`config.mk`:
```
export PLATFORM = sky130hd
export DESIGN_NAME = hub75_scanner_flat
export DESIGN_NICKNAME = d
export VERILOG_FILES = /design/src/rtl/hub75_pkg.sv /design/src/rtl/hub75_scanner_if.sv /design/src/rtl/hub75_scanner_scan_position.sv /design/src/rtl/hub75_scanner.sv /design/src/flat_wrapper.sv
export SDC_FILE = /design/constraint.sdc
export NUM_CORES = 1
export LEC_CHECK = 0
export BUFFER_PORTS_ARGS = -buffer_cell sky130_fd_sc_hd__buf_4
export CAP_MARGIN = 20
export CORE_AREA = 2 2 75 63
export DETAILED_ROUTE_END_ITERATION = 10
export DIE_AREA = 0 0 77 65
export PLACE_DENSITY = 0.93
export SLEW_MARGIN = 10
export SYNTH_ARGS = -nofsm -noshare
export SYNTH_HDL_FRONTEND = slang
export SYNTH_SLANG_ARGS = --single-unit
```
`constraint.sdc`:
```
create_clock -name clk -period 3.8 [get_ports clk]
set_clock_uncertainty 0.2 [all_clocks]
set_input_delay 0 -clock clk [delete_from_list [all_inputs] [get_ports clk]]
set_output_delay 0 -clock clk [all_outputs]
set_load 0.01 [all_outputs]
```
`src/rtl/hub75_pkg.sv`:
```
// hub75_pkg: shared types and geometry constants for the HUB75 64x64 1/32-scan driver.
//   scan_state_e    : SHIFT (128 cycles) -> BLANK (1) -> LATCH (1) row sequence.
//   PANEL_COLS      : columns shifted per row.
//   PANEL_HALF_ROWS : row addresses; each address drives one upper and one lower row.
//   SHIFT_CYCLES    : two cycles per column, upper then lower half.
package hub75_pkg;

  typedef enum logic [1:0] {
    SHIFT,
    BLANK,
    LATCH
  } scan_state_e;

  localparam int unsigned PANEL_COLS      = 64;
  localparam int unsigned PANEL_HALF_ROWS = 32;
  localparam int unsigned SHIFT_CYCLES    = 2 * PANEL_COLS;

endpackage

```
`src/rtl/hub75_scanner_if.sv`:
```
// hub75_scanner_if: bundles the painter request/response and the panel pins of the scanner.
//   frame, subframe, x, y, frame_start : scanner -> painter request
//   rgb                                : painter -> scanner, combinational result for (x,y)
//   panel_rgb0/1, panel_addr, panel_sclk, panel_lat, panel_oe_n : scanner -> panel pins
// Modports: master = scanner side, slave = painter/panel side.
interface hub75_scanner_if #(
  parameter int unsigned FRAME_BITS    = 13,
  parameter int unsigned SUBFRAME_BITS = 8
);
  logic [FRAME_BITS-1:0]    frame;
  logic [SUBFRAME_BITS-1:0] subframe;
  logic [5:0]               x;
  logic [5:0]               y;
  logic [2:0]               rgb;
  logic                     frame_start;
  logic [2:0]               panel_rgb0;
  logic [2:0]               panel_rgb1;
  logic [4:0]               panel_addr;
  logic                     panel_sclk;
  logic                     panel_lat;
  logic                     panel_oe_n;

  modport master (
    output frame, subframe, x, y, frame_start,
    output panel_rgb0, panel_rgb1, panel_addr, panel_sclk, panel_lat, panel_oe_n,
    input  rgb
  );

  modport slave (
    input  frame, subframe, x, y, frame_start,
    input  panel_rgb0, panel_rgb1, panel_addr, panel_sclk, panel_lat, panel_oe_n,
    output rgb
  );
endinterface

```
`src/rtl/hub75_scanner_scan_position.sv`:
```
// hub75_scanner_scan_position: chained row -> subframe -> frame counter.
//   clk, resetn     : clock, asynchronous active-low reset
//   i_advance       : one-cycle strobe, advance to the next row (issued in LATCH)
//   o_row           : current row address 0..31
//   o_subframe      : PWM subframe, steps when the row wraps 31 -> 0
//   o_frame         : free-running frame, steps when the subframe wraps all-ones -> 0
//   o_frame_start   : one-cycle pulse in the cycle after the frame steps
module hub75_scanner_scan_position
  import hub75_pkg::*;
#(
  parameter int unsigned FRAME_BITS    = 13,
  parameter int unsigned SUBFRAME_BITS = 8
) (
  input  logic                     clk,
  input  logic                     resetn,
  input  logic                     i_advance,
  output logic [4:0]               o_row,
  output logic [SUBFRAME_BITS-1:0] o_subframe,
  output logic [FRAME_BITS-1:0]    o_frame,
  output logic                     o_frame_start
);

  logic [4:0]               r_row;
  logic [SUBFRAME_BITS-1:0] r_subframe;
  logic [FRAME_BITS-1:0]    r_frame;
  logic                     r_frame_start;
  logic                     w_row_wrap;
  logic                     w_sub_wrap;

  assign w_row_wrap = i_advance && (r_row == 5'(PANEL_HALF_ROWS - 1));
  assign w_sub_wrap = w_row_wrap && (&r_subframe);

  always_ff @(posedge clk or negedge resetn) begin
    if (!resetn) begin
      r_row         <= '0;
      r_subframe    <= '0;
      r_frame       <= '0;
      r_frame_start <= 1'b0;
    end else begin
      r_frame_start <= w_sub_wrap;
      if (i_advance) r_row <= r_row + 5'd1;
      if (w_row_wrap) r_subframe <= r_subframe + SUBFRAME_BITS'(1);
      if (w_sub_wrap) r_frame <= r_frame + FRAME_BITS'(1);
    end
  end

  assign o_row         = r_row;
  assign o_subframe    = r_subframe;
  assign o_frame       = r_frame;
  assign o_frame_start = r_frame_start;

endmodule

```
`src/rtl/hub75_scanner.sv`:
```
// hub75_scanner: scan/timing stage for a 64x64 1/32-scan HUB75 panel.
//   clk, resetn : clock, asynchronous active-low reset (synchronous release expected)
//   bus         : hub75_scanner_if.master -- painter request (frame, subframe, x, y,
//                 frame_start), painter response rgb, and the panel pins.
// Each row: 128 SHIFT cycles (column c, phase 0 = upper row, phase 1 = lower row),
// then BLANK (last rising sclk) and LATCH (lat pulse, address update, counters advance).
// The interface must be instantiated with the same FRAME_BITS/SUBFRAME_BITS.
module hub75_scanner
  import hub75_pkg::*;
#(
  parameter int unsigned SUBFRAME_BITS = 8,
  parameter int unsigned FRAME_BITS    = 13
) (
  input logic            clk,
  input logic            resetn,
  hub75_scanner_if.master bus
);

  scan_state_e r_state;
  logic [6:0]  r_cnt;     // {column, phase}
  logic [2:0]  r_hold;    // upper-half pixel waiting for its lower-half partner
  logic [2:0]  r_rgb0;
  logic [2:0]  r_rgb1;
  logic [4:0]  r_addr;
  logic        r_sclk;
  logic        r_lat;
  logic        r_oe_n;
  logic        r_primed;  // a complete row has been latched since reset

  logic [4:0]               w_row;
  logic [SUBFRAME_BITS-1:0] w_subframe;
  logic [FRAME_BITS-1:0]    w_frame;
  logic                     w_frame_start;
  logic                     w_advance;
  logic                     w_phase;
  logic [5:0]               w_col;
  logic                     w_last_shift;

  assign w_advance    = (r_state == LATCH);
  assign w_phase      = r_cnt[0];
  assign w_col        = r_cnt[6:1];
  assign w_last_shift = (r_cnt == 7'(SHIFT_CYCLES - 1));

  hub75_scanner_scan_position #(
    .FRAME_BITS   (FRAME_BITS),
    .SUBFRAME_BITS(SUBFRAME_BITS)
  ) u_scan_position (
    .clk          (clk),
    .resetn       (resetn),
    .i_advance    (w_advance),
    .o_row        (w_row),
    .o_subframe   (w_subframe),
    .o_frame      (w_frame),
    .o_frame_start(w_frame_start)
  );

  // Panel outputs are registered against the state being entered, so lat and the
  // blanking of oe_n line up exactly with BLANK/LATCH.
  always_ff @(posedge clk or negedge resetn) begin
    if (!resetn) begin
      r_state  <= SHIFT;
      r_cnt    <= '0;
      r_hold   <= '0;
      r_rgb0   <= '0;
      r_rgb1   <= '0;
      r_addr   <= '0;
      r_sclk   <= 1'b0;
      r_lat    <= 1'b0;
      r_oe_n   <= 1'b1;
      r_primed <= 1'b0;
    end else begin
      unique case (r_state)
        SHIFT: begin
          r_cnt <= r_cnt + 7'd1;
          if (!w_phase) begin
            r_hold <= bus.rgb;
            // Rising edge clocks in the previous column; column 0 has none yet.
            r_sclk <= (w_col != 6'd0);
          end else begin
            r_rgb0 <= r_hold;
            r_rgb1 <= bus.rgb;
            r_sclk <= 1'b0;
          end
          if (w_last_shift) begin
            r_state <= BLANK;
            r_oe_n  <= 1'b1;
          end else begin
            r_oe_n  <= ~r_primed;
          end
        end
        BLANK: begin
          r_sclk  <= 1'b1;  // rising edge for column 63
          r_oe_n  <= 1'b1;
          r_lat   <= 1'b1;
          r_state <= LATCH;
        end
        LATCH: begin
          r_lat    <= 1'b0;
          r_sclk   <= 1'b0;
          r_addr   <= w_row;
          r_primed <= 1'b1;
          r_oe_n   <= 1'b0;  // the row just latched is lit while the next one shifts
          r_state  <= SHIFT;
        end
        default: r_state <= SHIFT;
      endcase
    end
  end

  assign bus.frame       = w_frame;
  assign bus.subframe    = w_subframe;
  assign bus.frame_start = w_frame_start;
  assign bus.x           = w_col;
  assign bus.y           = {w_phase, w_row};
  assign bus.panel_rgb0  = r_rgb0;
  assign bus.panel_rgb1  = r_rgb1;
  assign bus.panel_addr  = r_addr;
  assign bus.panel_sclk  = r_sclk;
  assign bus.panel_lat   = r_lat;
  assign bus.panel_oe_n  = r_oe_n;

endmodule

```
`src/flat_wrapper.sv`:
```
// flat-port wrapper written by rule: the top's interface ports become plain ports
module hub75_scanner_flat import hub75_pkg::*;
#(
  parameter int unsigned SUBFRAME_BITS = 8,
  parameter int unsigned FRAME_BITS    = 13
)
  (clk, resetn, bus_frame, bus_subframe, bus_x, bus_y, bus_frame_start, bus_panel_rgb0, bus_panel_rgb1, bus_panel_addr, bus_panel_sclk, bus_panel_lat, bus_panel_oe_n, bus_rgb);
  hub75_scanner_if #(.FRAME_BITS(FRAME_BITS), .SUBFRAME_BITS(SUBFRAME_BITS)) bus_i ();
  input logic clk;
  input logic resetn;
  output wire logic [$bits(bus_i.frame)-1:0] bus_frame;
  output wire logic [$bits(bus_i.subframe)-1:0] bus_subframe;
  output wire logic [$bits(bus_i.x)-1:0] bus_x;
  output wire logic [$bits(bus_i.y)-1:0] bus_y;
  output wire logic [$bits(bus_i.frame_start)-1:0] bus_frame_start;
  output wire logic [$bits(bus_i.panel_rgb0)-1:0] bus_panel_rgb0;
  output wire logic [$bits(bus_i.panel_rgb1)-1:0] bus_panel_rgb1;
  output wire logic [$bits(bus_i.panel_addr)-1:0] bus_panel_addr;
  output wire logic [$bits(bus_i.panel_sclk)-1:0] bus_panel_sclk;
  output wire logic [$bits(bus_i.panel_lat)-1:0] bus_panel_lat;
  output wire logic [$bits(bus_i.panel_oe_n)-1:0] bus_panel_oe_n;
  input wire logic [$bits(bus_i.rgb)-1:0] bus_rgb;
  assign bus_frame = bus_i.frame;
  assign bus_subframe = bus_i.subframe;
  assign bus_x = bus_i.x;
  assign bus_y = bus_i.y;
  assign bus_frame_start = bus_i.frame_start;
  assign bus_panel_rgb0 = bus_i.panel_rgb0;
  assign bus_panel_rgb1 = bus_i.panel_rgb1;
  assign bus_panel_addr = bus_i.panel_addr;
  assign bus_panel_sclk = bus_i.panel_sclk;
  assign bus_panel_lat = bus_i.panel_lat;
  assign bus_panel_oe_n = bus_i.panel_oe_n;
  assign bus_i.rgb = bus_rgb;
  hub75_scanner #(.SUBFRAME_BITS(SUBFRAME_BITS), .FRAME_BITS(FRAME_BITS)) u_core (.clk(clk), .resetn(resetn), .bus(bus_i));
endmodule
```
==> metrics.cfg, run 1 <==
[placed_design]
pre_cts_slack_ns=1.41
dpl-instance-area_sq_um=2780
io_buffer_count=52
placed_cells_incl_taps=288
gp_congestion=0.821
post-dp-hpwl_um=3170

[timing]
hold-worst-slack_ns=0.0440
max_slew_violation_count=0
fmax_mhz=420
final_period_minus_worst_setup_slack_ns=2.38
post-route-period-util_pct=62.6
postLayoutSetupSlackWorst_ns=1.42
max_slew_margin_pct=57.5
timing.final.setup_violations=0
tightest_slew_ns=0.637
setup_repair_after_global_routing_missed_its_margin=no
fin_tns_setup_ns=0
hold_viol=0

[cts]
max_clock_buf_depth=2
worst_setup_hold_path_clk_slew_ns=0.10
cts_inserted_buffers=5
post_cts.repair.setup_buffers=0
tritoncts_num_sinks=54
insertion_delay_ns=0.31
clock_tree_from_tritoncts=done
clk_root_buffer_cell=sky130_fd_sc_hd__clkbuf_8
clock_tree.htree_level_count=2

[flow_run]
drv.max_cap_violation_count=0

[cells_and_area]
drive_above_1_share_pct=35.4
stdcell_count=300
finalNetCount=254
flow.area_growth_from_synthesis_pct=26.5
layout_common_cells=sky130_fd_sc_hd__dfrtp_1, sky130_fd_sc_hd__buf_4, sky130_fd_sc_hd__xnor2_1
fillerInstances=328
num_antenna_cells=0
finalCoreUtilization_pct=68.2
mostFrequentLayoutCell=sky130_fd_sc_hd__dfrtp_1
final_standard_cell_area_without_fillers_sq_um=2970

[synth]
synth-seq-cells=54
post_synth_and_or_nand_nor_area_fraction_pct=13.0
synthDominantCellAreaShare_pct=56.6
synthDistinctLibCells=30
synthesis.area_sq_um=2340
synth_seq_area_share_pct=57.7
synth_area_in_compound_gates_pct=1.87
synth_top_family_by_area=simple AND/OR/NAND/NOR gates
synth_top_cell_by_area=sky130_fd_sc_hd__dfrtp_1
post_synth_main_area_contributors=sky130_fd_sc_hd__dfrtp_1, sky130_fd_sc_hd__mux2_2, sky130_fd_sc_hd__xnor2_1
yosys_warnings=0
synthAdderAreaFrac_pct=5.34
synth_xor_xnor_area_share_pct=10.5
post_synth_inst_count=180
avgSynthCellArea_sq_um=13.0
syn_nets=195
synth_mux_area_share_pct=9.98

[power]
fin_total_pwr_mw=1.08
worst_vdd_rail_ir_drop_mv=0.273
p_leak_nw=1.46
power.density_cell_area_nw_per_um2=364

[detailed_routing]
route.antenna.remaining_nets=0
via_per_inst=5.30
dr_total_vias=1589
detail_route.wl_per_cell_um=14.5
drt_iter0_drc=92
drt_wl_total_um=4340
total_drc_errors_in_the_routed_layout=0
drt_pass1_iterations=5

[floorplan]
die-area_sq_um=5010
initial_utilization_pct=53.9
placement_rows=22
core-area_sq_um=4350
fp.dieH_um=65
chipWidth_um=77
ioPinCount=53

[setup_path]
crit-reg2reg-capture=u_core.u_scan_position.o_frame[1]$_DFFE_PN0P_
critPathKind=reg2reg
worst_setup_start_kind=register
timing.critical_path.arrival_ns=2.39
critical_path_required_ns=3.81
regToRegSetupSlack_ns=1.42
cp-end-kind=register
critical_path.reg2reg.startpoint=u_core.r_state[0]$_DFFE_PN0P_
critPathMaxFanout=17
worst-r2r-cell-count=5

[grt]
maximum_number_of_pins_on_one_net_before_global_route_repair=55
grt.overflow.total=0
grt_pass1_wl_um=7220
antenna_violations_before_repair=0
grt_pass1_vias=1511
global_route.usage.total_pct=18.6

[status]
result_of_the_run=finished clean

[worst_hold_path]
min_path_type=in2async

==> cells in the mapped netlist <==
| master | n |
|---|---|
| sky130_fd_sc_hd__mux2i_1 | 2 |
| sky130_fd_sc_hd__nor4_1 | 1 |
| sky130_fd_sc_hd__mux2_2 | 18 |
| sky130_fd_sc_hd__inv_1 | 3 |
| sky130_fd_sc_hd__a211o_1 | 1 |
| sky130_fd_sc_hd__dfstp_2 | 1 |
| sky130_fd_sc_hd__nor4_2 | 1 |
| sky130_fd_sc_hd__nor2b_1 | 1 |
| sky130_fd_sc_hd__nor4_4 | 1 |
| sky130_fd_sc_hd__nand4_1 | 11 |
| sky130_fd_sc_hd__nand4_2 | 1 |
| sky130_fd_sc_hd__xnor2_1 | 22 |
| sky130_fd_sc_hd__and4_1 | 1 |
| sky130_fd_sc_hd__ha_1 | 10 |
| sky130_fd_sc_hd__a21oi_1 | 2 |
| sky130_fd_sc_hd__clkbuf_1 | 2 |
| sky130_fd_sc_hd__buf_4 | 1 |
| sky130_fd_sc_hd__xor2_1 | 6 |
| sky130_fd_sc_hd__and4_4 | 1 |
| sky130_fd_sc_hd__nor2_1 | 3 |
| sky130_fd_sc_hd__nand3_1 | 7 |
| sky130_fd_sc_hd__buf_6 | 1 |
| sky130_fd_sc_hd__nand2_1 | 16 |
| sky130_fd_sc_hd__mux2_1 | 1 |
| sky130_fd_sc_hd__and3_1 | 5 |
| sky130_fd_sc_hd__or2_2 | 1 |
| sky130_fd_sc_hd__dfrtp_1 | 53 |
| sky130_fd_sc_hd__o21ai_0 | 5 |
| sky130_fd_sc_hd__and3_2 | 1 |
| sky130_fd_sc_hd__nand2b_1 | 1 |
==> area by class of cell <==
type | count | area, sq um | area share [%]
timing repair buffer | 56 | 430 | 14.5
tap | 60 | 75.1 | 2.53
clock inverter | 2 | 60.1 | 2.03
clock buffer | 6 | 82.6 | 2.78
multi-input combinational | 119 | 953 | 32.2
sequential | 54 | 1350 | 45.6
inverter | 3 | 11.3 | 0.380
==> cells by family after synthesis <==
family | Yosys count
muxes | 21
AOI/OAI and AO/OA | 8
adders and majority gates | 10
buffers and inverters | 7
DFF | 54
and+or+nand+nor | 52
xor gates and xnor gates | 28
==> flip-flops by register name, summed over array words and instances (netlist names) <==
signal / cells
u_core.u_scan_position.o_subframe: 8
u_core.bus.panel_rgb1: 3
u_core.r_hold: 3
u_core.bus.panel_sclk: 1
u_core.u_scan_position.o_frame: 13
u_core.u_scan_position.o_frame_start: 1
u_core.r_primed: 1
u_core.bus.panel_addr: 5
u_core.r_cnt: 7
u_core.r_state: 2
u_core.u_scan_position.o_row: 5
u_core.bus.panel_oe_n: 1
u_core.bus.panel_lat: 1
u_core.bus.panel_rgb0: 3
==> layer usage <==
metal	GRT usage [%]	wire length, um
met2	30.8	2150
met3	5.99	207
met4	5.80	39
met1	23.6	1940
met5	0	0
==> repair_timing <==
action                                 4_1_cts  5_1_grt
hold buffers                                 4        0
endpoints found under the hold margin       60        0
gates resized for setup                      0        0
==> worst max-delay path, cell delays in order (launching register included) <==
cell	delay, ns
sky130_fd_sc_hd__dfrtp_1	0.41
sky130_fd_sc_hd__inv_1	0.12
sky130_fd_sc_hd__ha_1	0.56
sky130_fd_sc_hd__and4_4	0.32
sky130_fd_sc_hd__and3_1	0.31
sky130_fd_sc_hd__mux2_1	0.35
==> report_power, final <==
group / internal (mW) / total (mW) / switching [mW]
Clock: 0.281 / 0.469 / 0.188
Combinational: 0.0126 / 0.0278 / 0.0152
Sequential: 0.579 / 0.582 / 0.00257
==> how the worst max path moves through the flow <==
stage / startpoint / endpoint / slack [ns]
after floorplan: u_core.u_scan_position.o_row[0]$_DFFE_PN0P_ / u_core.u_scan_position.o_frame[1]$_DFFE_PN0P_ / 1.65
after global placement: u_core.r_state[0]$_DFFE_PN0P_ / u_core.u_scan_position.o_frame[1]$_DFFE_PN0P_ / 1.47
after detailed placement: u_core.r_state[0]$_DFFE_PN0P_ / u_core.u_scan_position.o_frame[1]$_DFFE_PN0P_ / 1.41
after CTS: u_core.r_state[0]$_DFFE_PN0P_ / u_core.u_scan_position.o_frame[1]$_DFFE_PN0P_ / 1.41
after global routing: u_core.r_state[0]$_DFFE_PN0P_ / u_core.u_scan_position.o_frame[1]$_DFFE_PN0P_ / 1.28
final: u_core.r_state[0]$_DFFE_PN0P_ / u_core.u_scan_position.o_frame[1]$_DFFE_PN0P_ / 1.42
(Power assumes the default switching activity.)
==> inputs of run 2 (changes only) <==
- ABC_AREA: unset -> 1
- CORE_AREA: 2 2 75 63 -> 2 2 84 70
- DIE_AREA: 0 0 77 65 -> 0 0 86 72
- PLACE_DENSITY: 0.93 -> 0.84
- clock period: 3.8 -> 2.1 ns (I/O delays scaled with it)
==> metrics.cfg, run 2 <==
[timing]
tightest_slew_ns=0.663  ; was 0.637 ns
fin_tns_setup_ns=0  ; unchanged
fmax_mhz=509  ; was 420 MHz
setup_repair_after_global_routing_missed_its_margin=no  ; unchanged
post-route-period-util_pct=93.5  ; was 62.6%
hold-worst-slack_ns=0.0622  ; was 0.0440 ns
max_slew_violation_count=0  ; unchanged
hold_viol=0  ; unchanged
timing.final.setup_violations=0  ; unchanged
max_slew_margin_pct=55.8  ; was 57.5%
final_period_minus_worst_setup_slack_ns=1.96  ; was 2.38 ns
postLayoutSetupSlackWorst_ns=0.136  ; was 1.42 ns

[detailed_routing]
detail_route.wl_per_cell_um=12.3  ; was 14.5 um
dr_total_vias=1984  ; was 1,589
drt_pass1_iterations=5  ; unchanged
total_drc_errors_in_the_routed_layout=0  ; unchanged
route.antenna.remaining_nets=0  ; unchanged
via_per_inst=4.89  ; was 5.30
drt_wl_total_um=4970  ; was 4340 um
drt_iter0_drc=67  ; was 92

[setup_path]
critical_path_required_ns=2.10  ; was 3.81 ns
timing.critical_path.arrival_ns=1.96  ; was 2.39 ns
crit-reg2reg-capture=u_core.u_scan_position.o_frame[11]$_DFFE_PN0P_  ; was u_core.u_scan_position.o_frame[1]$_DFFE_PN0P_
cp-end-kind=register  ; unchanged
regToRegSetupSlack_ns=0.14  ; was 1.42 ns
worst_setup_start_kind=register  ; unchanged
worst-r2r-cell-count=11  ; was 5
critPathKind=reg2reg  ; unchanged
critPathMaxFanout=5  ; was 17
critical_path.reg2reg.startpoint=u_core.u_scan_position.o_row[0]$_DFFE_PN0P_  ; was u_core.r_state[0]$_DFFE_PN0P_

[synth]
post_synth_inst_count=272  ; was 180
synth.top_cells.by_count=sky130_fd_sc_hd__nand2_1, sky130_fd_sc_hd__dfrtp_1, sky130_fd_sc_hd__inv_1  ; was sky130_fd_sc_hd__dfrtp_1, sky130_fd_sc_hd__xnor2_1, sky130_fd_sc_hd__mux2_2
synthDominantCellAreaShare_pct=53.9  ; was 56.6%
synth-edff-count=0  ; unchanged
synth_area_in_compound_gates_pct=4.17  ; was 1.87%
synthAdderAreaFrac_pct=5.09  ; was 5.34%
synth_top_family_by_area=simple AND/OR/NAND/NOR gates  ; unchanged
synth_top_cell_by_area=sky130_fd_sc_hd__dfrtp_1  ; unchanged
syn_nets=287  ; was 195
synth_xor_xnor_area_share_pct=7.83  ; was 10.5%
synthDistinctLibCells=22  ; was 30
synth_mux_area_share_pct=0  ; was 9.98%
yosys_warnings=0  ; unchanged
synthMostInstantiatedCell=sky130_fd_sc_hd__nand2_1  ; was sky130_fd_sc_hd__dfrtp_1
avgSynthCellArea_sq_um=9.04  ; was 13.0 sq um
post_synth_and_or_nand_nor_area_fraction_pct=21.9  ; was 13.0%
synthesis.area_sq_um=2460  ; was 2340 sq um
ys_async_sr_fraction_pct=100  ; unchanged
post_synth_main_area_contributors=sky130_fd_sc_hd__dfrtp_1, sky130_fd_sc_hd__nand2_1, sky130_fd_sc_hd__inv_1  ; was sky130_fd_sc_hd__dfrtp_1, sky130_fd_sc_hd__mux2_2, sky130_fd_sc_hd__xnor2_1
synth-seq-cells=54  ; unchanged
synth_flop_cell=sky130_fd_sc_hd__dfrtp_1  ; unchanged
synth_seq_area_share_pct=55.0  ; was 57.7%

[power]
worst_vdd_rail_ir_drop_mv=0.364  ; was 0.273 mV
p_clk_share_pct=43.2  ; was 43.5%
power_report.internal_total_mw=1.58  ; was 873 uW
power.combinational.fraction_pct=2.6  ; about the same
p_leak_nw=1.70  ; was 1.46 nW
power_switching_uw=364  ; was 206 uW
fin_total_pwr_mw=1.94  ; was 1.08 mW
power_switching_share_pct=18.8  ; was 19.1%
power.density_cell_area_nw_per_um2=612  ; was 364 nW/um^2
share_seq_of_total_power_pct=54.2  ; was 53.9%

[floorplan]
chipWidth_um=86  ; was 77 um
placement_rows=24  ; was 22
fp.dieH_um=72  ; was 65 um
die-area_sq_um=6190  ; was 5010 sq um
ioPinCount=53  ; unchanged
initial_utilization_pct=46.3  ; was 53.9%
core-area_sq_um=5320  ; was 4350 sq um

[cells_and_area]
finalCoreUtilization_pct=59.6  ; was 68.2%
multi_input_comb_area_sq_um=970  ; was 953 sq um
fillerInstances=447  ; was 328
flow.area_growth_from_synthesis_pct=28.8  ; was 26.5%
number_of_flip_flops_in_the_largest_register=13  ; unchanged
final_standard_cell_area_without_fillers_sq_um=3170  ; was 2970 sq um
stdcell_count=406  ; was 300
layout_common_cells=sky130_fd_sc_hd__nand2_1, sky130_fd_sc_hd__buf_4, sky130_fd_sc_hd__dfrtp_1  ; was sky130_fd_sc_hd__dfrtp_1, sky130_fd_sc_hd__buf_4, sky130_fd_sc_hd__xnor2_1
finalNetCount=355  ; was 254
num_antenna_cells=0  ; unchanged
area.sequential_sq_um=1350  ; about the same
drive_above_1_share_pct=22.6  ; was 35.4%
mostFrequentLayoutCell=sky130_fd_sc_hd__nand2_1  ; was sky130_fd_sc_hd__dfrtp_1

[placed_design]
gp_congestion=0.853  ; was 0.821
dpl-instance-area_sq_um=2940  ; was 2780 sq um
pre_cts_slack_ns=0.0907  ; was 1.41 ns
io_buffer_count=52  ; unchanged
post-dp-hpwl_um=3530  ; was 3170 um
placed_cells_incl_taps=389  ; was 288

[worst_hold_path]
min_path_type=in2async  ; unchanged

[grt]
antenna_violations_before_repair=0  ; unchanged
grt.met3_usage_pct=3.19  ; was 5.99%
grt_use_met2_pct=27.2  ; was 30.8%
global_route.usage.total_pct=16.6  ; was 18.6%
grt_pass1_wl_um=8210  ; was 7220 um
use_met1_pct=21.6  ; was 23.6%
maximum_number_of_pins_on_one_net_before_global_route_repair=55  ; unchanged
grt.overflow.total=0  ; unchanged
globalRoute.busiestLayer=met2  ; unchanged
grt_pass1_vias=1880  ; was 1,511

[cts]
cts_inserted_buffers=5  ; unchanged
tritoncts_num_sinks=54  ; unchanged
clock_tree.htree_level_count=2  ; unchanged
clk_root_buffer_cell=sky130_fd_sc_hd__clkbuf_8  ; unchanged
max_clock_buf_depth=2  ; unchanged
insertion_delay_ns=0.31  ; about the same
worst_setup_hold_path_clk_slew_ns=0.09  ; was 0.10 ns
clock_tree_from_tritoncts=done  ; unchanged

[flow_run]
drv.max_cap_violation_count=0  ; unchanged

[status]
result_of_the_run=finished clean  ; unchanged

## run 2: cell type report
type,instances,area share [%]
Sequential cell,54,42.7
Multi-Input combinational cell,180,30.6
Timing Repair Buffer,63,15.2
Inverter,36,4.34
Clock buffer,6,2.61
Tap cell,65,2.57
Clock inverter,2,1.90
## run 2: critical path: stages (launching register included)
cell and delay [ns]:
sky130_fd_sc_hd__dfrtp_2 0.41, sky130_fd_sc_hd__ha_1 0.15, sky130_fd_sc_hd__inv_1 0.05, sky130_fd_sc_hd__nor2_1 0.14, sky130_fd_sc_hd__ha_1 0.18, sky130_fd_sc_hd__nand2_2 0.10, sky130_fd_sc_hd__nor2_4 0.17, sky130_fd_sc_hd__nand3_4 0.15
sky130_fd_sc_hd__nor2_4 0.14, sky130_fd_sc_hd__nand2_1 0.06, sky130_fd_sc_hd__nand2_1 0.05, sky130_fd_sc_hd__nand2_1 0.05
## run 2: per-layer routing
layer / share of wire [%] / up-vias
met5: 0 / -
met4: 2.5 / 0
met3: 4.0 / 13
met2: 48 / 50
met1: 46 / 955
li1: - / 966
## run 2: kinds of logic (layout without fill, tap and decap cells)
group                      count (synthesis)  count (layout)
AOI/OAI and AO/OA                         20              20
DFF                                       54              54
buffers and inverters                     39             107
xor gates and xnor gates                  22              22
adders and majority gates                 10              10
and+or+nand+nor                          127             128
## run 2: timing repair
item / 4_1_cts / 5_1_grt
endpoints found under the setup margin: 0 / 11
setup buffers: 0 / 4
gates resized for setup: 0 / 2
endpoints found under the hold margin: 60 / 0
hold buffers: 4 / 0
## run 2: worst max path at each step
stage / from / depth (start not counted) / endpoint
2_1_floorplan: u_core.u_scan_position.o_row[0]$_DFFE_PN0P_ / 11 / u_core.u_scan_position.o_frame[9]$_DFFE_PN0P_
3_3_place_gp: u_core.u_scan_position.o_row[0]$_DFFE_PN0P_ / 11 / u_core.u_scan_position.o_frame[9]$_DFFE_PN0P_
3_5_place_dp: u_core.u_scan_position.o_row[0]$_DFFE_PN0P_ / 11 / u_core.u_scan_position.o_frame[9]$_DFFE_PN0P_
4_1_cts: u_core.u_scan_position.o_row[0]$_DFFE_PN0P_ / 11 / u_core.u_scan_position.o_frame[9]$_DFFE_PN0P_
5_1_grt: u_core.u_scan_position.o_row[0]$_DFFE_PN0P_ / 11 / u_core.u_scan_position.o_frame[11]$_DFFE_PN0P_
6_report: u_core.u_scan_position.o_row[0]$_DFFE_PN0P_ / 11 / u_core.u_scan_position.o_frame[11]$_DFFE_PN0P_
## run 2: power groups by stage
stage | Sequential, mW | Clock, mW | Combinational [mW]
after floorplan | 1.08 | 0 | 0.00664
after global placement | 1.07 | 0 | 0.0456
after detailed placement | 1.07 | 0 | 0.0467
after CTS | 1.05 | 0.858 | 0.0526
after global routing | 1.05 | 0.901 | 0.0579
final | 1.05 | 0.837 | 0.0503
==> inputs of run 3 (changes only) <==
- PLACE_DENSITY: 0.84 -> 0.72
==> metrics.cfg, run 3 (synthesized netlist as in run 2, its figures left out) <==
[cells_and_area]
stdcell_count=404  ; was 406
num_antenna_cells=0  ; unchanged
layout_common_cells=sky130_fd_sc_hd__nand2_1, sky130_fd_sc_hd__buf_4, sky130_fd_sc_hd__dfrtp_1  ; unchanged
finalNetCount=353  ; was 355
drive_above_1_share_pct=21.8  ; was 22.6%
number_of_flip_flops_in_the_largest_register=13  ; unchanged
flow.area_growth_from_synthesis_pct=26.1  ; was 28.8%
fillerInstances=479  ; was 447
multi_input_comb_area_sq_um=970  ; unchanged
area.sequential_sq_um=1350  ; unchanged
finalCoreUtilization_pct=58.4  ; was 59.6%
mostFrequentLayoutCell=sky130_fd_sc_hd__nand2_1  ; unchanged

[power]
power.density_cell_area_nw_per_um2=545  ; was 612 nW/um^2
worst_vdd_rail_ir_drop_mv=0.369  ; was 0.364 mV
power_switching_share_pct=21.1  ; was 18.8%
power_report.internal_total_mw=1.33  ; was 1.58 mW
fin_total_pwr_mw=1.69  ; was 1.94 mW
power_switching_uw=357  ; was 364 uW
share_seq_of_total_power_pct=62.2  ; was 54.2%
p_leak_nw=1.67  ; was 1.70 nW
p_clk_share_pct=34.8  ; was 43.2%
power.combinational.fraction_pct=3.0  ; was 2.6%

[cts]
cts_inserted_buffers=5  ; unchanged
clock_tree.htree_level_count=2  ; unchanged
insertion_delay_ns=0.31  ; about the same
max_clock_buf_depth=2  ; unchanged
clk_root_buffer_cell=sky130_fd_sc_hd__clkbuf_8  ; unchanged
clock_tree_from_tritoncts=done  ; unchanged
worst_setup_hold_path_clk_slew_ns=0.09  ; about the same
tritoncts_num_sinks=54  ; unchanged

[grt]
grt.overflow.total=0  ; unchanged
antenna_violations_before_repair=0  ; unchanged
grt_pass1_wl_um=8200  ; was 8210 um
maximum_number_of_pins_on_one_net_before_global_route_repair=55  ; unchanged
grt_pass1_vias=1829  ; was 1,880
global_route.usage.total_pct=16.9  ; was 16.6%

[setup_path]
critPathMaxFanout=5  ; unchanged
timing.critical_path.arrival_ns=1.92  ; was 1.96 ns
worst_setup_start_kind=register  ; unchanged
crit-reg2reg-capture=u_core.u_scan_position.o_frame[11]$_DFFE_PN0P_  ; unchanged
critPathKind=reg2reg  ; unchanged
regToRegSetupSlack_ns=0.19  ; was 0.14 ns
critical_path_required_ns=2.11  ; was 2.10 ns
critical_path.reg2reg.startpoint=u_core.u_scan_position.o_row[0]$_DFFE_PN0P_  ; unchanged
cp-end-kind=register  ; unchanged
worst-r2r-cell-count=11  ; unchanged
critPathLaunch=u_core.u_scan_position.o_row[0]$_DFFE_PN0P_  ; unchanged

[floorplan]
initial_utilization_pct=46.3  ; unchanged
fp.dieH_um=72  ; unchanged
ioPinCount=53  ; unchanged
die-area_sq_um=6190  ; unchanged
placement_rows=24  ; unchanged
chipWidth_um=86  ; unchanged
core-area_sq_um=5320  ; unchanged

[placed_design]
post-dp-hpwl_um=3380  ; was 3530 um
placed_cells_incl_taps=389  ; unchanged
gp_congestion=0.800  ; was 0.853
io_buffer_count=52  ; unchanged

[detailed_routing]
via_per_inst=4.67  ; was 4.89
detail_route.wl_per_cell_um=11.8  ; was 12.3 um
dr_total_vias=1887  ; was 1,984
route.antenna.remaining_nets=0  ; unchanged
drt_pass1_iterations=5  ; unchanged
drt_wl_total_um=4780  ; was 4970 um
drt_iter0_drc=138  ; was 67
total_drc_errors_in_the_routed_layout=0  ; unchanged

[timing]
tightest_slew_ns=0.670  ; was 0.663 ns
fmax_mhz=525  ; was 509 MHz
setup_repair_after_global_routing_missed_its_margin=yes  ; was no
max_slew_margin_pct=55.3  ; was 55.8%
final_period_minus_worst_setup_slack_ns=1.91  ; was 1.96 ns
post-route-period-util_pct=90.8  ; was 93.5%
hold_viol=0  ; unchanged
max_slew_violation_count=0  ; unchanged
timing.final.setup_violations=0  ; unchanged

[flow_run]
drv.max_cap_violation_count=0  ; unchanged

[status]
result_of_the_run=finished clean  ; unchanged

[worst_hold_path]
min_path_type=in2async  ; unchanged

[run 3: cell count changes in the layout (fill, tap and decap cells not counted), sizes merged]
cell	change
bufinv	-2
clkinv	+1
buf	-2
clkbuf	+1
[run 3: repair_timing]
item | CTS | global route
endpoints found under the setup margin | 0 | 12
hold endpoints to repair | 60 | 0
hold buffers | 4 | 0
gates resized for setup | 0 | 2
buffers inserted | 0 | 2
[run 3: how the worst max path moves through the flow]
stage / end / slack, ns / depth (start not counted)
2_1_floorplan: u_core.u_scan_position.o_frame[9]$_DFFE_PN0P_ / 0.25 / 11
5_1_grt: u_core.u_scan_position.o_subframe[7]$_DFFE_PN0P_ / -0.004 / 10
3_3_place_gp: u_core.u_scan_position.o_frame[9]$_DFFE_PN0P_ / 0.20 / 11
6_report: u_core.u_scan_position.o_frame[11]$_DFFE_PN0P_ / 0.19 / 11
4_1_cts: u_core.u_scan_position.o_frame[12]$_DFFE_PN0P_ / 0.10 / 11
3_5_place_dp: u_core.u_scan_position.o_frame[12]$_DFFE_PN0P_ / 0.12 / 11
[run 3: area by class of cell]
type,count,share of cell area (%)
sequential,54,43.6
multi-input combinational,180,31.3
timing repair buffer,61,15.1
inverter,36,4.44
clock buffer,7,2.78
tap,65,2.62
clock inverter,1,0.161
[run 3: stage by stage]
step                      hold WS, ns  setup TNS (ns)  instance area (sq um)  setup WS (ns)
after detailed placement       -0.107               0                   2940          0.118
after global routing            0.135        -0.00397                   3100       -0.00397
final                          0.0601               0                   3100          0.194
after global placement         -0.116               0                   2940          0.199
after CTS                      0.0928               0                   3070          0.102
after floorplan                -0.496               0                   2460          0.249
[run 3: metal layers]
layer,track usage (%),wire (um)
met3,3.41,188
met4,7.94,99
met5,0,0
met2,26.4,2180
met1,22.8,2310
[run 3: critical path, cell delays in order, from the launching register on]
cell	delay, ns
sky130_fd_sc_hd__dfrtp_2	0.41
sky130_fd_sc_hd__ha_1	0.15
sky130_fd_sc_hd__inv_1	0.06
sky130_fd_sc_hd__nor2_1	0.11
sky130_fd_sc_hd__ha_1	0.16
sky130_fd_sc_hd__nand2_2	0.09
sky130_fd_sc_hd__nor2_4	0.17
sky130_fd_sc_hd__nand3_4	0.15
sky130_fd_sc_hd__nor2_4	0.14
sky130_fd_sc_hd__nand2_1	0.06
sky130_fd_sc_hd__nand2_1	0.06
sky130_fd_sc_hd__nand2_1	0.05
[run 3: power groups by stage]
stage	combinational, mW	clock (mW)	sequential [mW]
final	0.0501	0.588	1.05
after global routing	0.0593	0.649	1.05
after CTS	0.0525	0.614	1.05
after detailed placement	0.0468	0	1.07
after global placement	0.0458	0	1.07
after floorplan	0.00664	0	1.08
